`src/rtl/mem_stage.sv`:
```
// RV32 memory-access stage: req/gnt/rvalid data bus, byte-lane steering, load extension.
// Optional MEM_MISALIGN_CHECK_EN: misaligned half/word accesses retire without a bus access.
module mem_stage #(
  parameter int DATA_W = 32,
  parameter int REG_AW = 5
) (
  input  logic              clk,
  input  logic              rst,
  input  logic              mem_valid_i,
  input  logic              mem_mem_en_i,
  input  logic              mem_mem_rw_i,
  input  logic [DATA_W-1:0] mem_mem_addr_i,
  input  logic [DATA_W-1:0] mem_mem_data_i,
  input  logic [1:0]        mem_mem_size_i,
  input  logic              mem_mem_unsigned_i,
  input  logic [REG_AW-1:0] mem_gprs_waddr_i,
  output logic              mem_stall_o,
  output logic              dbus_req_o,
  output logic              dbus_we_o,
  output logic [DATA_W-1:0] dbus_addr_o,
  output logic [DATA_W-1:0] dbus_wdata_o,
  output logic [3:0]        dbus_be_o,
  input  logic              dbus_gnt_i,
  input  logic              dbus_rvalid_i,
  input  logic [DATA_W-1:0] dbus_rdata_i,
`ifdef MEM_MISALIGN_CHECK_EN
  output logic              mem_misaligned_o,
`endif
  output logic              wb_valid_o,
  output logic              wb_gprs_we_o,
  output logic [REG_AW-1:0] wb_gprs_waddr_o,
  output logic [DATA_W-1:0] wb_gprs_wdata_o
);

  typedef enum logic [1:0] {IDLE, REQ, RESP} state_t;

  state_t            state;
  logic [1:0]        size_q;
  logic              uns_q;
  logic [1:0]        off_q;
  logic [REG_AW-1:0] waddr_q;

  logic [DATA_W-1:0] st_wdata;
  logic [3:0]        st_be;
  logic [DATA_W-1:0] ld_shift_b;
  logic [DATA_W-1:0] ld_shift_h;
  logic [DATA_W-1:0] ld_data;
  logic              misal;

`ifdef MEM_MISALIGN_CHECK_EN
  assign misal = (mem_mem_size_i == 2'b01 && mem_mem_addr_i[0]) ||
                 (mem_mem_size_i[1] && mem_mem_addr_i[1:0] != 2'b00);
`else
  assign misal = 1'b0;
`endif

  // Store steering from the live inputs; values are latched on acceptance.
  always_comb begin
    st_wdata = '0;
    st_be    = 4'b1111;
    if (mem_mem_rw_i) begin
      case (mem_mem_size_i)
        2'b00: begin
          st_wdata = {4{mem_mem_data_i[7:0]}};
          st_be    = 4'b0001 << mem_mem_addr_i[1:0];
        end
        2'b01: begin
          st_wdata = {2{mem_mem_data_i[15:0]}};
          st_be    = 4'b0011 << {mem_mem_addr_i[1], 1'b0};
        end
        default: begin
          st_wdata = mem_mem_data_i;
          st_be    = 4'b1111;
        end
      endcase
    end
  end

  assign ld_shift_b = dbus_rdata_i >> {off_q, 3'b000};
  assign ld_shift_h = dbus_rdata_i >> {off_q[1], 4'b0000};

  always_comb begin
    ld_data = dbus_rdata_i;
    case (size_q)
      2'b00: ld_data = uns_q ? {{(DATA_W-8){1'b0}}, ld_shift_b[7:0]}
                             : {{(DATA_W-8){ld_shift_b[7]}}, ld_shift_b[7:0]};
      2'b01: ld_data = uns_q ? {{(DATA_W-16){1'b0}}, ld_shift_h[15:0]}
                             : {{(DATA_W-16){ld_shift_h[15]}}, ld_shift_h[15:0]};
      default: ld_data = dbus_rdata_i;
    endcase
  end

  always_comb begin
    mem_stall_o = 1'b0;
    case (state)
      IDLE:    mem_stall_o = mem_valid_i && mem_mem_en_i && !misal;
      REQ:     mem_stall_o = 1'b1;
      RESP:    mem_stall_o = !dbus_rvalid_i;
      default: mem_stall_o = 1'b0;
    endcase
  end

  always_ff @(posedge clk) begin
    if (rst) begin
      state           <= IDLE;
      size_q          <= '0;
      uns_q           <= 1'b0;
      off_q           <= '0;
      waddr_q         <= '0;
      dbus_req_o      <= 1'b0;
      dbus_we_o       <= 1'b0;
      dbus_addr_o     <= '0;
      dbus_wdata_o    <= '0;
      dbus_be_o       <= '0;
      wb_valid_o      <= 1'b0;
      wb_gprs_we_o    <= 1'b0;
      wb_gprs_waddr_o <= '0;
      wb_gprs_wdata_o <= '0;
`ifdef MEM_MISALIGN_CHECK_EN
      mem_misaligned_o <= 1'b0;
`endif
    end else begin
      wb_valid_o <= 1'b0;
`ifdef MEM_MISALIGN_CHECK_EN
      mem_misaligned_o <= 1'b0;
`endif
      case (state)
        IDLE: begin
          if (mem_valid_i && mem_mem_en_i && misal) begin
            wb_valid_o      <= 1'b1;
            wb_gprs_we_o    <= 1'b0;
            wb_gprs_waddr_o <= mem_gprs_waddr_i;
`ifdef MEM_MISALIGN_CHECK_EN
            mem_misaligned_o <= 1'b1;
`endif
          end else if (mem_valid_i && mem_mem_en_i) begin
            dbus_req_o   <= 1'b1;
            dbus_we_o    <= mem_mem_rw_i;
            dbus_addr_o  <= {mem_mem_addr_i[DATA_W-1:2], 2'b00};
            dbus_wdata_o <= st_wdata;
            dbus_be_o    <= st_be;
            size_q       <= mem_mem_size_i;
            uns_q        <= mem_mem_unsigned_i;
            off_q        <= mem_mem_addr_i[1:0];
            waddr_q      <= mem_gprs_waddr_i;
            state        <= REQ;
          end else if (mem_valid_i) begin
            wb_valid_o      <= 1'b1;
            wb_gprs_we_o    <= (mem_gprs_waddr_i != '0);
            wb_gprs_waddr_o <= mem_gprs_waddr_i;
            wb_gprs_wdata_o <= mem_mem_data_i;
          end
        end
        REQ: begin
          if (dbus_gnt_i) begin
            dbus_req_o <= 1'b0;
            state      <= RESP;
          end
        end
        RESP: begin
          if (dbus_rvalid_i) begin
            wb_valid_o      <= 1'b1;
            wb_gprs_we_o    <= !dbus_we_o && (waddr_q != '0);
            wb_gprs_waddr_o <= waddr_q;
            if (!dbus_we_o) wb_gprs_wdata_o <= ld_data;
            state <= IDLE;
          end
        end
        default: state <= IDLE;
      endcase
    end
  end

endmodule

```
`config.mk`:
```
export PLATFORM = sky130hd
export DESIGN_NAME = mem_stage
export DESIGN_NICKNAME = d
export VERILOG_FILES = /design/src/rtl/mem_stage.sv
export SDC_FILE = /design/constraint.sdc
export NUM_CORES = 1
export LEC_CHECK = 0
export BUFFER_PORTS_ARGS = -buffer_cell sky130_fd_sc_hd__buf_2
export CAP_MARGIN = 20
export CELL_PAD_IN_SITES_DETAIL_PLACEMENT = 1
export CELL_PAD_IN_SITES_GLOBAL_PLACEMENT = 2
export CORE_AREA = 8 8 163 165
export CTS_BUF_LIST = sky130_fd_sc_hd__clkbuf_16
export DETAILED_ROUTE_END_ITERATION = 10
export DIE_AREA = 0 0 171 173
export PLACE_DENSITY_LB_ADDON = 0.1
export SKIP_CTS_REPAIR_TIMING = 1
export SLEW_MARGIN = 10
export SYNTH_ARGS = -nofsm -noshare
export SYNTH_HDL_FRONTEND = slang
export SYNTH_SLANG_ARGS = --single-unit
```
`constraint.sdc`:
```
create_clock -name clk -period 1.45 [get_ports clk]
set_input_delay 0.0725 -clock clk [delete_from_list [all_inputs] [get_ports clk]]
set_output_delay 0.0725 -clock clk [all_outputs]
set_load 0.01 [all_outputs]
```
==> results of run 1 <==
synth_stat cells (2+ instances only):
| library cell | count | area (um2) |
|---|---|---|
| sky130_fd_sc_hd__nand2_1 | 143 | 537 |
| sky130_fd_sc_hd__clkbuf_1 | 45 | 169 |
| sky130_fd_sc_hd__a211oi_1 | 4 | 30.0 |
| sky130_fd_sc_hd__nor3b_1 | 9 | 67.6 |
| sky130_fd_sc_hd__a22oi_1 | 8 | 60.1 |
| sky130_fd_sc_hd__nor2_1 | 40 | 150 |
| sky130_fd_sc_hd__mux2_2 | 19 | 214 |
| sky130_fd_sc_hd__mux2i_1 | 16 | 160 |
| sky130_fd_sc_hd__nand3b_1 | 9 | 67.6 |
| sky130_fd_sc_hd__a2111oi_0 | 8 | 70.1 |
| sky130_fd_sc_hd__o21ai_0 | 11 | 55.1 |
| sky130_fd_sc_hd__o22a_1 | 15 | 131 |
| sky130_fd_sc_hd__dfxtp_1 | 119 | 2380 |
| sky130_fd_sc_hd__o2111ai_1 | 7 | 61.3 |
| sky130_fd_sc_hd__a221oi_1 | 18 | 158 |
| sky130_fd_sc_hd__buf_4 | 4 | 30.0 |
| sky130_fd_sc_hd__a311oi_1 | 5 | 43.8 |
| sky130_fd_sc_hd__buf_1 | 3 | 11.3 |
| sky130_fd_sc_hd__and3b_1 | 2 | 17.5 |
| sky130_fd_sc_hd__o221ai_1 | 7 | 61.3 |
| sky130_fd_sc_hd__nor3_1 | 5 | 25.0 |
| sky130_fd_sc_hd__a21oi_1 | 78 | 390 |
| sky130_fd_sc_hd__o211ai_1 | 7 | 52.6 |
| sky130_fd_sc_hd__nor2b_1 | 11 | 68.8 |
| sky130_fd_sc_hd__o32ai_1 | 7 | 61.3 |
| sky130_fd_sc_hd__o32ai_2 | 10 | 163 |
| sky130_fd_sc_hd__buf_2 | 17 | 85.1 |
| sky130_fd_sc_hd__inv_1 | 42 | 158 |
| sky130_fd_sc_hd__a31oi_1 | 9 | 56.3 |
| sky130_fd_sc_hd__o21bai_1 | 3 | 22.5 |
| sky130_fd_sc_hd__nand2b_1 | 5 | 31.3 |
| sky130_fd_sc_hd__nand3_1 | 27 | 135 |
how the worst max path moves through the flow:
stage | start | endpoint | slack, ns | depth (start not counted)
CTS | size_q[0] | wb_gprs_wdata_o[20] | -0.22 | 5
finish | off_q[1] | wb_gprs_wdata_o[15] | -0.18 | 5
global route | off_q[1] | wb_gprs_wdata_o[15] | -0.24 | 5
global placement | state[1] | wb_gprs_wdata_o[2] | -0.14 | 5
detailed placement | size_q[0] | wb_gprs_wdata_o[20] | -0.23 | 5
floorplan | state[1] | wb_gprs_wdata_o[7] | -0.09 | 6
registers in the layout (all words and copies together) (netlist names), 2 cells and up:
signal	flops
dbus_addr_o	30
dbus_be_o	4
dbus_wdata_o	32
off_q	2
size_q	2
state	2
waddr_q	5
wb_gprs_waddr_o	5
wb_gprs_wdata_o	32
final cells by class:
| type | count | area, um2 | area share |
|---|---|---|---|
| inverters | 42 | 158 | 0.0168 |
| well taps | 324 | 405 | 0.0431 |
| multi-input cells | 497 | 3440 | 0.366 |
| clock inverters | 15 | 168 | 0.0178 |
| repair buffers | 340 | 2410 | 0.256 |
| flip-flops and latches | 119 | 2400 | 0.255 |
| clock buffers | 17 | 425 | 0.0452 |
stage by stage:
| stage | util | instances |
|---|---|---|
| finish | 0.392 | 1354 |
| global route | 0.392 | 1354 |
| CTS | 0.348 | 1292 |
| detailed placement | 0.323 | 1260 |
| global placement | 0.323 | 1260 |
| floorplan | - | 727 |
metal layers:
metal,wire (um),global-route usage,vias to the layer above
met5,0,0,-
met4,429,0.0504,0
met3,1660,0.0485,27
met2,13600,0.289,179
met1,12200,0.218,3211
li1,-,-,3145
tightest hold or removal path: stages:
cell	delay, ns
sky130_fd_sc_hd__buf_2	0.16
sky130_fd_sc_hd__nand2_1	0.10
sky130_fd_sc_hd__a21oi_2	0.05
where the power goes:
group / leakage [uW] / internal (uW) / switching [uW]
Combinational: 0.00280 / 894 / 1050
Sequential: 0.000975 / 3440 / 108
Clock: 0.000280 / 2560 / 1740
cells by family (layout without fill, tap and decap cells):
kind of cell,Yosys count,count (layout),share of synthesized area
AOI/OAI and AO/OA,201,202,0.251
buffers and inverters,112,414,0.0793
DFF,119,119,0.407
muxes,35,35,0.0639
other,1,2,0.000641
and+or+nand+nor,258,258,0.198
cell usage in the layout, fill, tap and decap left out, types with 5 or more instances in the layout:
cell type	synthesis	final
sky130_fd_sc_hd__dfxtp_1	119	113
sky130_fd_sc_hd__mux2i_1	16	15
sky130_fd_sc_hd__o2111ai_1	7	5
sky130_fd_sc_hd__a22oi_1	8	7
sky130_fd_sc_hd__nor2b_1	11	10
sky130_fd_sc_hd__o21ai_0	11	10
sky130_fd_sc_hd__mux2_2	19	18
sky130_fd_sc_hd__buf_8	0	5
sky130_fd_sc_hd__buf_4	4	46
sky130_fd_sc_hd__a31oi_1	9	9
sky130_fd_sc_hd__inv_1	42	42
sky130_fd_sc_hd__nand3b_1	9	9
sky130_fd_sc_hd__o211ai_1	7	7
sky130_fd_sc_hd__nand3_1	27	25
sky130_fd_sc_hd__a221oi_2	0	5
sky130_fd_sc_hd__a221oi_1	18	7
sky130_fd_sc_hd__a21oi_2	0	25
sky130_fd_sc_hd__o22a_1	15	15
sky130_fd_sc_hd__nand2_1	143	143
sky130_fd_sc_hd__buf_12	0	10
sky130_fd_sc_hd__o221ai_1	7	7
sky130_fd_sc_hd__nor2_1	40	39
sky130_fd_sc_hd__a21oi_1	78	53
sky130_fd_sc_hd__clkbuf_16	0	21
sky130_fd_sc_hd__a2111oi_1	0	6
sky130_fd_sc_hd__dlygate4sd3_1	0	40
sky130_fd_sc_hd__a221oi_4	0	6
sky130_fd_sc_hd__buf_2	17	217
sky130_fd_sc_hd__nor3b_1	9	9
sky130_fd_sc_hd__buf_6	1	18
sky130_fd_sc_hd__o32ai_2	10	17
==> summary.txt, run 1 <==
====================================================================================================
Filler cell count                                                                               2871
Overall power                                                                                9800 uW
GR Util All Layers                                                                             0.175
Worst-case register-to-register setup slack                                                 -0.18 ns
Reg-to-Reg Start                                                                            off_q[1]
Distinct cells, synth                                                                             45
DR iter-0 viols                                                                                  322
Core footprint                                                                             24000 um2
Crit path time final                                                                         1.63 ns
Per-instance average area after synthesis                                                   8.06 um2
Clock Tree Buf Depth                                                                               2
Number of levels the H-tree was split into                                                         4
DP Area                                                                                     7730 um2
Number of buffer and inverter stages on the critical path                                          1
Die height                                                                                    173 um
First-pass GRT wire length                                                                  40000 um
Vias in the first global route                                                                  6777
Final hold violations                                                                              0
Delay of the slowest cell on the worst path                                                  0.51 ns
Async set-reset flop share out of synthesis                                                        0
Destination of the worst register-to-register timing path                               wb_gprs_wdata_o[15]
Highest net fanout along the worst path                                                            7
DRC violations left                                                                                0
Initial antenna violation count                                                                    0
Final worst-path setup slack                                                               -0.176 ns
Clock Latency Late Sink                                                                      0.43 ns
NumNets Final                                                                                   1128
Worst hold start                                                                        mem_mem_size_i[0]
Clock-pin slew reported for the worst setup and hold paths after clock tree synthesis        0.05 ns
Largest net degree at the start of global routing                                                 57
Via count of the routed design                                                                  6562
Predominant post-synthesis flop cell                                                    sky130_fd_sc_hd__dfxtp_1
Routed wire per std cell                                                                     20.6 um
RD Place Congestion                                                                            0.810
Sink count of the clock tree                                                                     119
Arrival time at the worst endpoint                                                           1.98 ns
Slowest stage cell, crit path                                                           sky130_fd_sc_hd__or4b_1
Finish-stage setup viols                                                                         110
Result of the run                                                                       finished with violations
Sequential area share after synthesis                                                          0.407
Setup repair after global routing missed its margin                                             true
CP Class                                                                                     reg2reg
Gate family responsible for the most delay along the worst path                         simple AND/OR/NAND/NOR gates
Achievable Freq                                                                              615 MHz
Number of register bits inferred by synthesis                                                    119
Violated checks                                                                         setup timing
Setup crit end kind                                                                             flop
Post-route ant nets                                                                                0
Initial cell density of the core                                                               0.244
Finished layout cell area                                                                   9410 um2
Fraction of the cycle the final worst path needs                                                1.12
Area growth syn-to-layout                                                                      60.7%
Horizontal die dimension                                                                      171 um
Post-synthesis cell area                                                                    5850 um2
Vias per Instance                                                                               4.85
Leakage power figure                                                                      0.00405 uW
Number of CTS-inserted buffers                                                                    17
Half-perimeter wire length after detailed placement                                         20600 um
CTS tree                                                                                         yes
Pre-antenna DRT Iters                                                                              4
Aggregate negative setup slack                                                              -9.56 ns
Total power per unit cell area                                                           1040 nW/um2
Proportion of layout cells with a drive suffix above 1                                         0.419
Count of max-cap constraint violations                                                             0
Root Buffer                                                                             sky130_fd_sc_hd__clkbuf_16
Worst hold slack after final layout                                                        0.0182 ns
Syn. warnings                                                                                      0
Post-route clock skew                                                                      0.0148 ns
End point of the worst hold path                                                           size_q[0]
Floorplan die area                                                                         29600 um2
Cell chain of the critical path                                                         mux2i_4 -> buf_6 -> or4b_1 -> a31oi_1 -> o22a_1
Setup slack after placement                                                                -0.229 ns
IO Count                                                                                         221
Kind of start point of the critical path                                                        flop
Max-slew violation count                                                                           0
Number of enable-type register cells in the synthesized netlist                                    0
Final wirelength                                                                            27900 um
Std-Cell Rows                                                                                     57
Worst voltage drop across the vdd grid                                                    0.000620 V
Path class of the lowest-slack min-delay path                                                 in2reg
Antenna diode count                                                                                0
R2R cell count                                                                                     5
Number of port buffers                                                                           218
Cells after Synth                                                                                726
Req. time, crit path                                                                         1.81 ns
Overall overflow remaining after global route                                                      0
Instance count along the most critical hold path                                                   3
====================================================================================================
(Power assumes the default switching activity.)
==> run 2, diff against run 1 <==
--- a/config.mk
+++ b/config.mk
@@ -5,14 +5,15 @@
 export SDC_FILE = /design/constraint.sdc
 export NUM_CORES = 1
 export LEC_CHECK = 0
+export ABC_AREA = 1
 export BUFFER_PORTS_ARGS = -buffer_cell sky130_fd_sc_hd__buf_2
 export CAP_MARGIN = 20
 export CELL_PAD_IN_SITES_DETAIL_PLACEMENT = 1
 export CELL_PAD_IN_SITES_GLOBAL_PLACEMENT = 2
-export CORE_AREA = 8 8 163 165
+export CORE_AREA = 8 8 164 166
 export CTS_BUF_LIST = sky130_fd_sc_hd__clkbuf_16
 export DETAILED_ROUTE_END_ITERATION = 10
-export DIE_AREA = 0 0 171 173
+export DIE_AREA = 0 0 172 174
 export PLACE_DENSITY_LB_ADDON = 0.1
 export SKIP_CTS_REPAIR_TIMING = 1
 export SLEW_MARGIN = 10
==> run 2 against run 1 <==
Net effect: the flow finishes with violations (hold timing, setup timing); setup slack gained 0.055 ns; global-route usage shrank 0.99 points; die area grew 1.2%; clock power grew 7.2%; sequential share of layout area grew 2.0 points; combinational power shrank 5%.
==> summary.txt, run 2 <==
====================================================================================================
Finish-stage setup viols                                                                          32   -71%
Number of port buffers                                                                           218   unchanged
Syn. warnings                                                                                      0   unchanged
Number of register bits inferred by synthesis                                                    119   unchanged
Arrival time at the worst endpoint                                                           1.50 ns   -0.48 ns
GR Util All Layers                                                                             0.165   -0.00987
Highest net fanout along the worst path                                                            2   -5
Std-Cell Rows                                                                                     58   +1.8%
Clock Latency Late Sink                                                                      0.42 ns   about the same
Root Buffer                                                                             sky130_fd_sc_hd__clkbuf_16
Post-layout util                                                                               0.354   -0.0387
Max transition margin                                                                          0.658
Worst voltage drop across the vdd grid                                                    0.000702 V   +13%
Total power per unit cell area                                                           1160 nW/um2   +11%
Vias in the first global route                                                                  6469   -4.5%
Half-perimeter wire length after detailed placement                                         19200 um   -6.5%
Transition time at the pin with the least slew margin                                       0.513 ns
CP Class                                                                                     reg2out
Largest area contributor in the synthesized netlist                                     sky130_fd_sc_hd__dfxtp_1
Initial cell density of the core                                                               0.225   -0.0194
Initial antenna violation count                                                                    1   +1
Routed wire per std cell                                                                     18.4 um   -11%
Sequential area share after synthesis                                                          0.432   +0.0248
Largest net degree at the start of global routing                                                 48   -16%
Final hold violations                                                                              2   +2
Overall power                                                                               10100 uW   +2.8%
Sink count of the clock tree                                                                     119   unchanged
Setup crit end kind                                                                      output port
Floorplan die area                                                                         29900 um2   +1.2%
Violated checks                                                                         hold timing, setup timing
Ranking of synthesized cells by area                                                    sky130_fd_sc_hd__dfxtp_1 (43%), sky130_fd_sc_hd__nand2_1 (11%), sky130_fd_sc_hd__a21oi_1 (11%)
NumNets Final                                                                                   1190   +5.5%
Worst hold slack after final layout                                                       -0.0156 ns   -0.0338 ns
Per-instance average area after synthesis                                                   6.98 um2   -13%
Portion of synthesized cell area occupied by the leading cell type                             0.432   +0.0248
Largest registers ranked by flip-flop count                                             dbus_wdata_o: 32 flops, wb_gprs_wdata_o: 32 flops, dbus_addr_o: 30 flops
R2R cell count                                                                                    10   +5
Die height                                                                                    174 um   +0.58%
Most frequent cells in the layout                                                       sky130_fd_sc_hd__buf_2 (217), sky130_fd_sc_hd__nand2_1 (166), sky130_fd_sc_hd__a21oi_1 (124)
Post-route clock skew                                                                      0.0101 ns   -0.00470 ns
Finished layout cell area                                                                   8680 um2   -7.7%
Result of the run                                                                       finished with violations
Cells after Synth                                                                                790   +8.8%
Antenna diode count                                                                                0   unchanged
Predominant post-synthesis flop cell                                                    sky130_fd_sc_hd__dfxtp_1
Leakage power figure                                                                      0.00403 uW   -0.59%
Horizontal die dimension                                                                      172 um   +0.58%
Crit path time final                                                                         1.57 ns   -0.0553 ns
First-pass GRT wire length                                                                  37700 um   -5.7%
Post-synthesis cell area                                                                    5520 um2   -5.8%
Fraction of the cycle the final worst path needs                                                1.08   -0.0381
Number of levels the H-tree was split into                                                         4   unchanged
Overall overflow remaining after global route                                                      0   unchanged
Via count of the routed design                                                                  6326   -3.6%
Aggregate negative setup slack                                                              -2.99 ns   +6.57 ns
Instance count along the most critical hold path                                                   3   unchanged
Final worst-path setup slack                                                               -0.120 ns   +0.0553 ns
Pre-antenna DRT Iters                                                                              4   unchanged
DRC violations left                                                                                0   unchanged
Vias per Instance                                                                               4.45   -8.2%
RD Place Congestion                                                                            0.756   -6.7%
Setup repair after global routing missed its margin                                             true
Count of max-cap constraint violations                                                             0   unchanged
DR iter-0 viols                                                                                  232   -28%
Async set-reset flop share out of synthesis                                                        0   unchanged
Area growth syn-to-layout                                                                      57.3%
IO Count                                                                                         221   unchanged
DP Area                                                                                     7130 um2   -7.8%
Clock Tree Buf Depth                                                                               2   unchanged
Clock-pin slew reported for the worst setup and hold paths after clock tree synthesis        0.06 ns   about the same
Kind of start point of the critical path                                                        flop
Most common cell in the netlist                                                         sky130_fd_sc_hd__nand2_1
Proportion of layout cells with a drive suffix above 1                                         0.349   -0.0705
Path class of the lowest-slack min-delay path                                                 in2reg
Max-slew violation count                                                                           0   unchanged
Post-route ant nets                                                                                0   unchanged
Number of enable-type register cells in the synthesized netlist                                    0   unchanged
Distinct cells, synth                                                                             31   -31%
Total placed cells including tap cells                                                          1324   +5.1%
Top post-synthesis cells by count                                                       sky130_fd_sc_hd__nand2_1 (169), sky130_fd_sc_hd__a21oi_1 (126), sky130_fd_sc_hd__dfxtp_1 (119), sky130_fd_sc_hd__nor2_1 (94), sky130_fd_sc_hd__o21ai_0 (71)
Final wirelength                                                                            26200 um   -6.1%
CTS tree                                                                                         yes
Core footprint                                                                             24500 um2   +2.4%
Number of CTS-inserted buffers                                                                    17   unchanged
Most common cell after layout, fill and taps aside                                      sky130_fd_sc_hd__buf_2
Req. time, crit path                                                                         1.38 ns   -0.43 ns
Achievable Freq                                                                              637 MHz   +3.5%
Non-filler cells in the finished layout                                                         1422   +5.0%
====================================================================================================
-- run 2: cell count changes after synthesis, sizes merged, moves of 17 or more --
cell	delta
o21ai	+92
nor2	+56
a21oi	+50
nand2	+31
clkbuf	-19
mux2	-19
a221oi	-18
o32ai	-17
-- run 2: logic make-up after synthesis --
family                 count (synthesis)  synth area share
buffers and inverters                 94            0.0821
AOI/OAI and AO/OA                    251             0.238
other                                  1          0.000680
DFF                                  119             0.432
and+or+nand+nor                      325             0.247
-- run 2: critical path, cell delays in order, from the launching register on --
cell and delay (ns):
sky130_fd_sc_hd__dfxtp_2 0.33, sky130_fd_sc_hd__buf_6 0.13, sky130_fd_sc_hd__inv_4 0.05, sky130_fd_sc_hd__nand2_4 0.05, sky130_fd_sc_hd__buf_12 0.12, sky130_fd_sc_hd__or2_4 0.23
sky130_fd_sc_hd__nand3_2 0.07, sky130_fd_sc_hd__buf_6 0.10
-- run 2: power by group --
part,internal [uW],switching (uW)
combinational,807,1050
clock,2890,1720
sequential,3480,129
total,7180,2890
-- run 2: layer usage --
metal | vias up | track usage | routed length [um]
met3 | 14 | 0.0515 | 1840
li1 | 3208 | - | -
met4 | 2 | 0.0359 | 197
met1 | 2946 | 0.200 | 11300
met2 | 156 | 0.281 | 12900
met5 | - | 0 | 12
-- run 2: stage by stage --
stage / worst slack [ns] / hold WS, ns
after floorplan: 0.140 / 0.173
after global placement: -0.0309 / 0.323
after detailed placement: -0.119 / 0.333
after CTS: -0.354 / -0.114
after global routing: -0.193 / 0.0186
final: -0.120 / -0.0156
-- run 2: worst paths after layout --
kind                           from            endpoint  slack [ns]
setup reg to reg           state[1]  wb_gprs_wdata_o[7]       -0.11
hold / removal    mem_mem_addr_i[0]            off_q[0]       -0.02
setup / recovery           state[0]         mem_stall_o       -0.12
hold reg to reg          dbus_req_o          dbus_req_o        0.46
-- run 2: area by class of cell --
type                            count  area, um2
Clock buffer                       17        425
Fill cell                        3045      15900
Timing Repair Buffer              327       2250
Clock inverter                     15        201
Sequential cell                   119       2390
Multi-Input combinational cell    578       2850
Inverter                           36        153
Tap cell                          330        413
==> run 3, diff against run 2 <==
--- a/config.mk
+++ b/config.mk
@@ -10,10 +10,10 @@
 export CAP_MARGIN = 20
 export CELL_PAD_IN_SITES_DETAIL_PLACEMENT = 1
 export CELL_PAD_IN_SITES_GLOBAL_PLACEMENT = 2
-export CORE_AREA = 8 8 164 166
+export CORE_AREA = 8 8 195 141
 export CTS_BUF_LIST = sky130_fd_sc_hd__clkbuf_16
 export DETAILED_ROUTE_END_ITERATION = 10
-export DIE_AREA = 0 0 172 174
+export DIE_AREA = 0 0 203 149
 export PLACE_DENSITY_LB_ADDON = 0.1
 export SKIP_CTS_REPAIR_TIMING = 1
 export SLEW_MARGIN = 10
==> run 3 against run 2 <==
Net effect: the run still ends with hold timing, setup timing left; first-iteration DRC count grew 91%; via count down 1.1%; cell area shrank 0.17%; critical endpoint unchanged; highest routed layer is now met4.
==> summary.txt, run 3 (synthesis gave the netlist of run 2 again) <==
====================================================================================================
Number of port buffers                                                                           218   unchanged
Worst hold slack after final layout                                                     -0.000628 ns   +0.0150 ns
Sink count of the clock tree                                                                     119   unchanged
Reg-to-Reg Start                                                                            state[1]
CP Class                                                                                     reg2out
CTS tree                                                                                         yes
Transition time at the pin with the least slew margin                                       0.574 ns   +0.0604 ns
Routed wire length on met2                                                                  11300 um   -12%
Crit path time final                                                                         1.54 ns   -0.0287 ns
Final hold violations                                                                              1   -1
IO Count                                                                                         221   unchanged
Post-route ant nets                                                                                0   unchanged
Highest net fanout along the worst path                                                            3   +1
DR iter-0 viols                                                                                  442   +91%
Achievable Freq                                                                              649 MHz   +1.9%
Number of CTS-inserted buffers                                                                    17   unchanged
Number of levels the H-tree was split into                                                         4   unchanged
Vias per Instance                                                                               4.44   -0.11%
Max-slew violation count                                                                           0   unchanged
R2R cell count                                                                                    10   unchanged
Path class of the lowest-slack min-delay path                                                 in2reg
Post-route clock skew                                                                     0.00913 ns   -0.000940 ns
Sw power                                                                                     2830 uW   -2.1%
Clock-pin slew reported for the worst setup and hold paths after clock tree synthesis        0.05 ns   about the same
DRC violations left                                                                                0   unchanged
Area growth syn-to-layout                                                                      57.0%
Kind of start point of the critical path                                                        flop
Overall overflow remaining after global route                                                      0   unchanged
Largest net degree at the start of global routing                                                 76   +58%
Finish-stage setup viols                                                                          32   unchanged
Total placed cells including tap cells                                                          1319   -0.38%
Clock Latency Late Sink                                                                      0.42 ns   about the same
Worst voltage drop across the vdd grid                                                    0.000787 V   +12%
Clock Tree Buf Depth                                                                               2   unchanged
Arrival time at the worst endpoint                                                           1.47 ns   -0.03 ns
Destination of the worst register-to-register timing path                               wb_gprs_wdata_o[29]
Final worst-path setup slack                                                              -0.0918 ns   +0.0287 ns
Via count of the routed design                                                                  6257   -1.1%
Max transition margin                                                                          0.618   -0.0403
Largest registers ranked by flip-flop count                                             dbus_wdata_o: 32 flops, wb_gprs_wdata_o: 32 flops, dbus_addr_o: 30 flops
Gate power share                                                                               0.195   +0.011
Fraction of the cycle the final worst path needs                                                1.06   -0.0198
GR Util All Layers                                                                             0.168   +0.00286
Setup repair after global routing missed its margin                                             true
Core footprint                                                                             24300 um2   -0.84%
Initial cell density of the core                                                               0.227   +0.00190
Req. time, crit path                                                                         1.38 ns   about the same
Root Buffer                                                                             sky130_fd_sc_hd__clkbuf_16
Vias in the first global route                                                                  6264   -3.2%
Proportion of layout cells with a drive suffix above 1                                         0.360   +0.0112
Routed wire per std cell                                                                     19.4 um   +5.0%
Initial antenna violation count                                                                    1   unchanged
Filler cell count                                                                               3054   +0.30%
Total power per unit cell area                                                           1130 nW/um2   -2.9%
Routed length on met3                                                                        1210 um   -34%
Violated checks                                                                         hold timing, setup timing
Setup crit end kind                                                                      output port
Internal                                                                                     6930 uW   -3.5%
Highest metal layer with signal wires                                                           met4
Count of max-cap constraint violations                                                             0   unchanged
Most frequent cells in the layout                                                       sky130_fd_sc_hd__buf_2 (217), sky130_fd_sc_hd__nand2_1 (167), sky130_fd_sc_hd__dfxtp_1 (117)
Result of the run                                                                       finished with violations
Half-perimeter wire length after detailed placement                                         20000 um   +3.9%
First-pass GRT wire length                                                                  39000 um   +3.4%
Worst-case register-to-register setup slack                                                 -0.08 ns   +0.03 ns
Std-Cell Rows                                                                                     48   -17%
Final wirelength                                                                            27300 um   +4.0%
Post-route met1 wirelength                                                                  14600 um   +30%
Floorplan die area                                                                         30200 um2   +1.1%
Most common cell after layout, fill and taps aside                                      sky130_fd_sc_hd__buf_2
Horizontal die dimension                                                                      203 um   +18%
RD Place Congestion                                                                            0.778   +2.9%
Die height                                                                                    149 um   -14%
Sw Share                                                                                       0.290   +0.00288
Leakage power figure                                                                      0.00398 uW   -1.2%
Clock group share of total power                                                               0.435   -0.022
Relative contribution of sequential cells to total power                                       0.370   +0.011
CP endpoint                                                                              mem_stall_o
Pre-antenna DRT Iters                                                                              4   unchanged
NumNets Final                                                                                   1181   -0.76%
Antenna diode count                                                                                0   unchanged
Non-filler cells in the finished layout                                                         1408   -0.98%
Worst setup path start                                                                      state[1]
====================================================================================================
[run 3: through the flow]
step / util / TNS [ns] / worst slack (ns) / cell area (um2) / power (uW)
floorplan: - / 0 / 0.140 / 5520 / 4530
global placement: 0.295 / -0.0784 / -0.0253 / 7180 / 5320
detailed placement: 0.295 / -0.807 / -0.0920 / 7180 / 5320
CTS: 0.319 / -1.67 / -0.316 / 7750 / 9640
global route: 0.356 / -4.87 / -0.155 / 8660 / 10300
finish: 0.356 / -1.23 / -0.0918 / 8660 / 9760
[run 3: cell type report]
class | instances | area, um2 | share of cell area
Timing Repair Buffer | 318 | 2190 | 0.253
Clock buffer | 17 | 425 | 0.0491
Inverter | 36 | 153 | 0.0176
Sequential cell | 119 | 2380 | 0.275
Clock inverter | 15 | 145 | 0.0168
Multi-Input combinational cell | 578 | 2960 | 0.341
Tap cell | 325 | 407 | 0.0469
[run 3: power groups by stage]
stage | clock network (uW) | logic (uW) | registers, uW
6_report | 4250 | 1900 | 3610
5_1_grt | 4550 | 2090 | 3630
3_5_place_dp | 0 | 1660 | 3670
4_1_cts | 4380 | 1660 | 3600
2_1_floorplan | 0 | 786 | 3740
3_3_place_gp | 0 | 1660 | 3660
[run 3: worst max-delay path, stage by stage, from the launching register on]
cell                      delay (ns)
sky130_fd_sc_hd__dfxtp_2        0.34
sky130_fd_sc_hd__buf_6          0.14
sky130_fd_sc_hd__nand2_8        0.05
sky130_fd_sc_hd__buf_12         0.11
sky130_fd_sc_hd__or2_4          0.24
sky130_fd_sc_hd__nand3_2        0.08
sky130_fd_sc_hd__buf_6          0.10
[run 3: per-layer routing]
layer,global-route usage,vias up
met5,0,-
li1,-,3179
met3,0.0473,12
met4,0.0325,0
met1,0.252,2949
met2,0.233,117
[run 3: how the worst min path moves through the flow]
stage                                   from         endpoint  slack [ns]  cells past startpoint
after floorplan                 mem_mem_rw_i     dbus_be_o[3]        0.17                      1
after global placement    mem_mem_addr_i[25]  dbus_addr_o[25]        0.32                      3
after detailed placement  mem_mem_addr_i[25]  dbus_addr_o[25]        0.33                      3
after CTS                 mem_mem_addr_i[25]  dbus_addr_o[25]       -0.12                      3
after global routing       mem_mem_data_i[7]  dbus_wdata_o[7]        0.02                      3
final                      mem_mem_data_i[7]  dbus_wdata_o[7]     -0.0006                      3
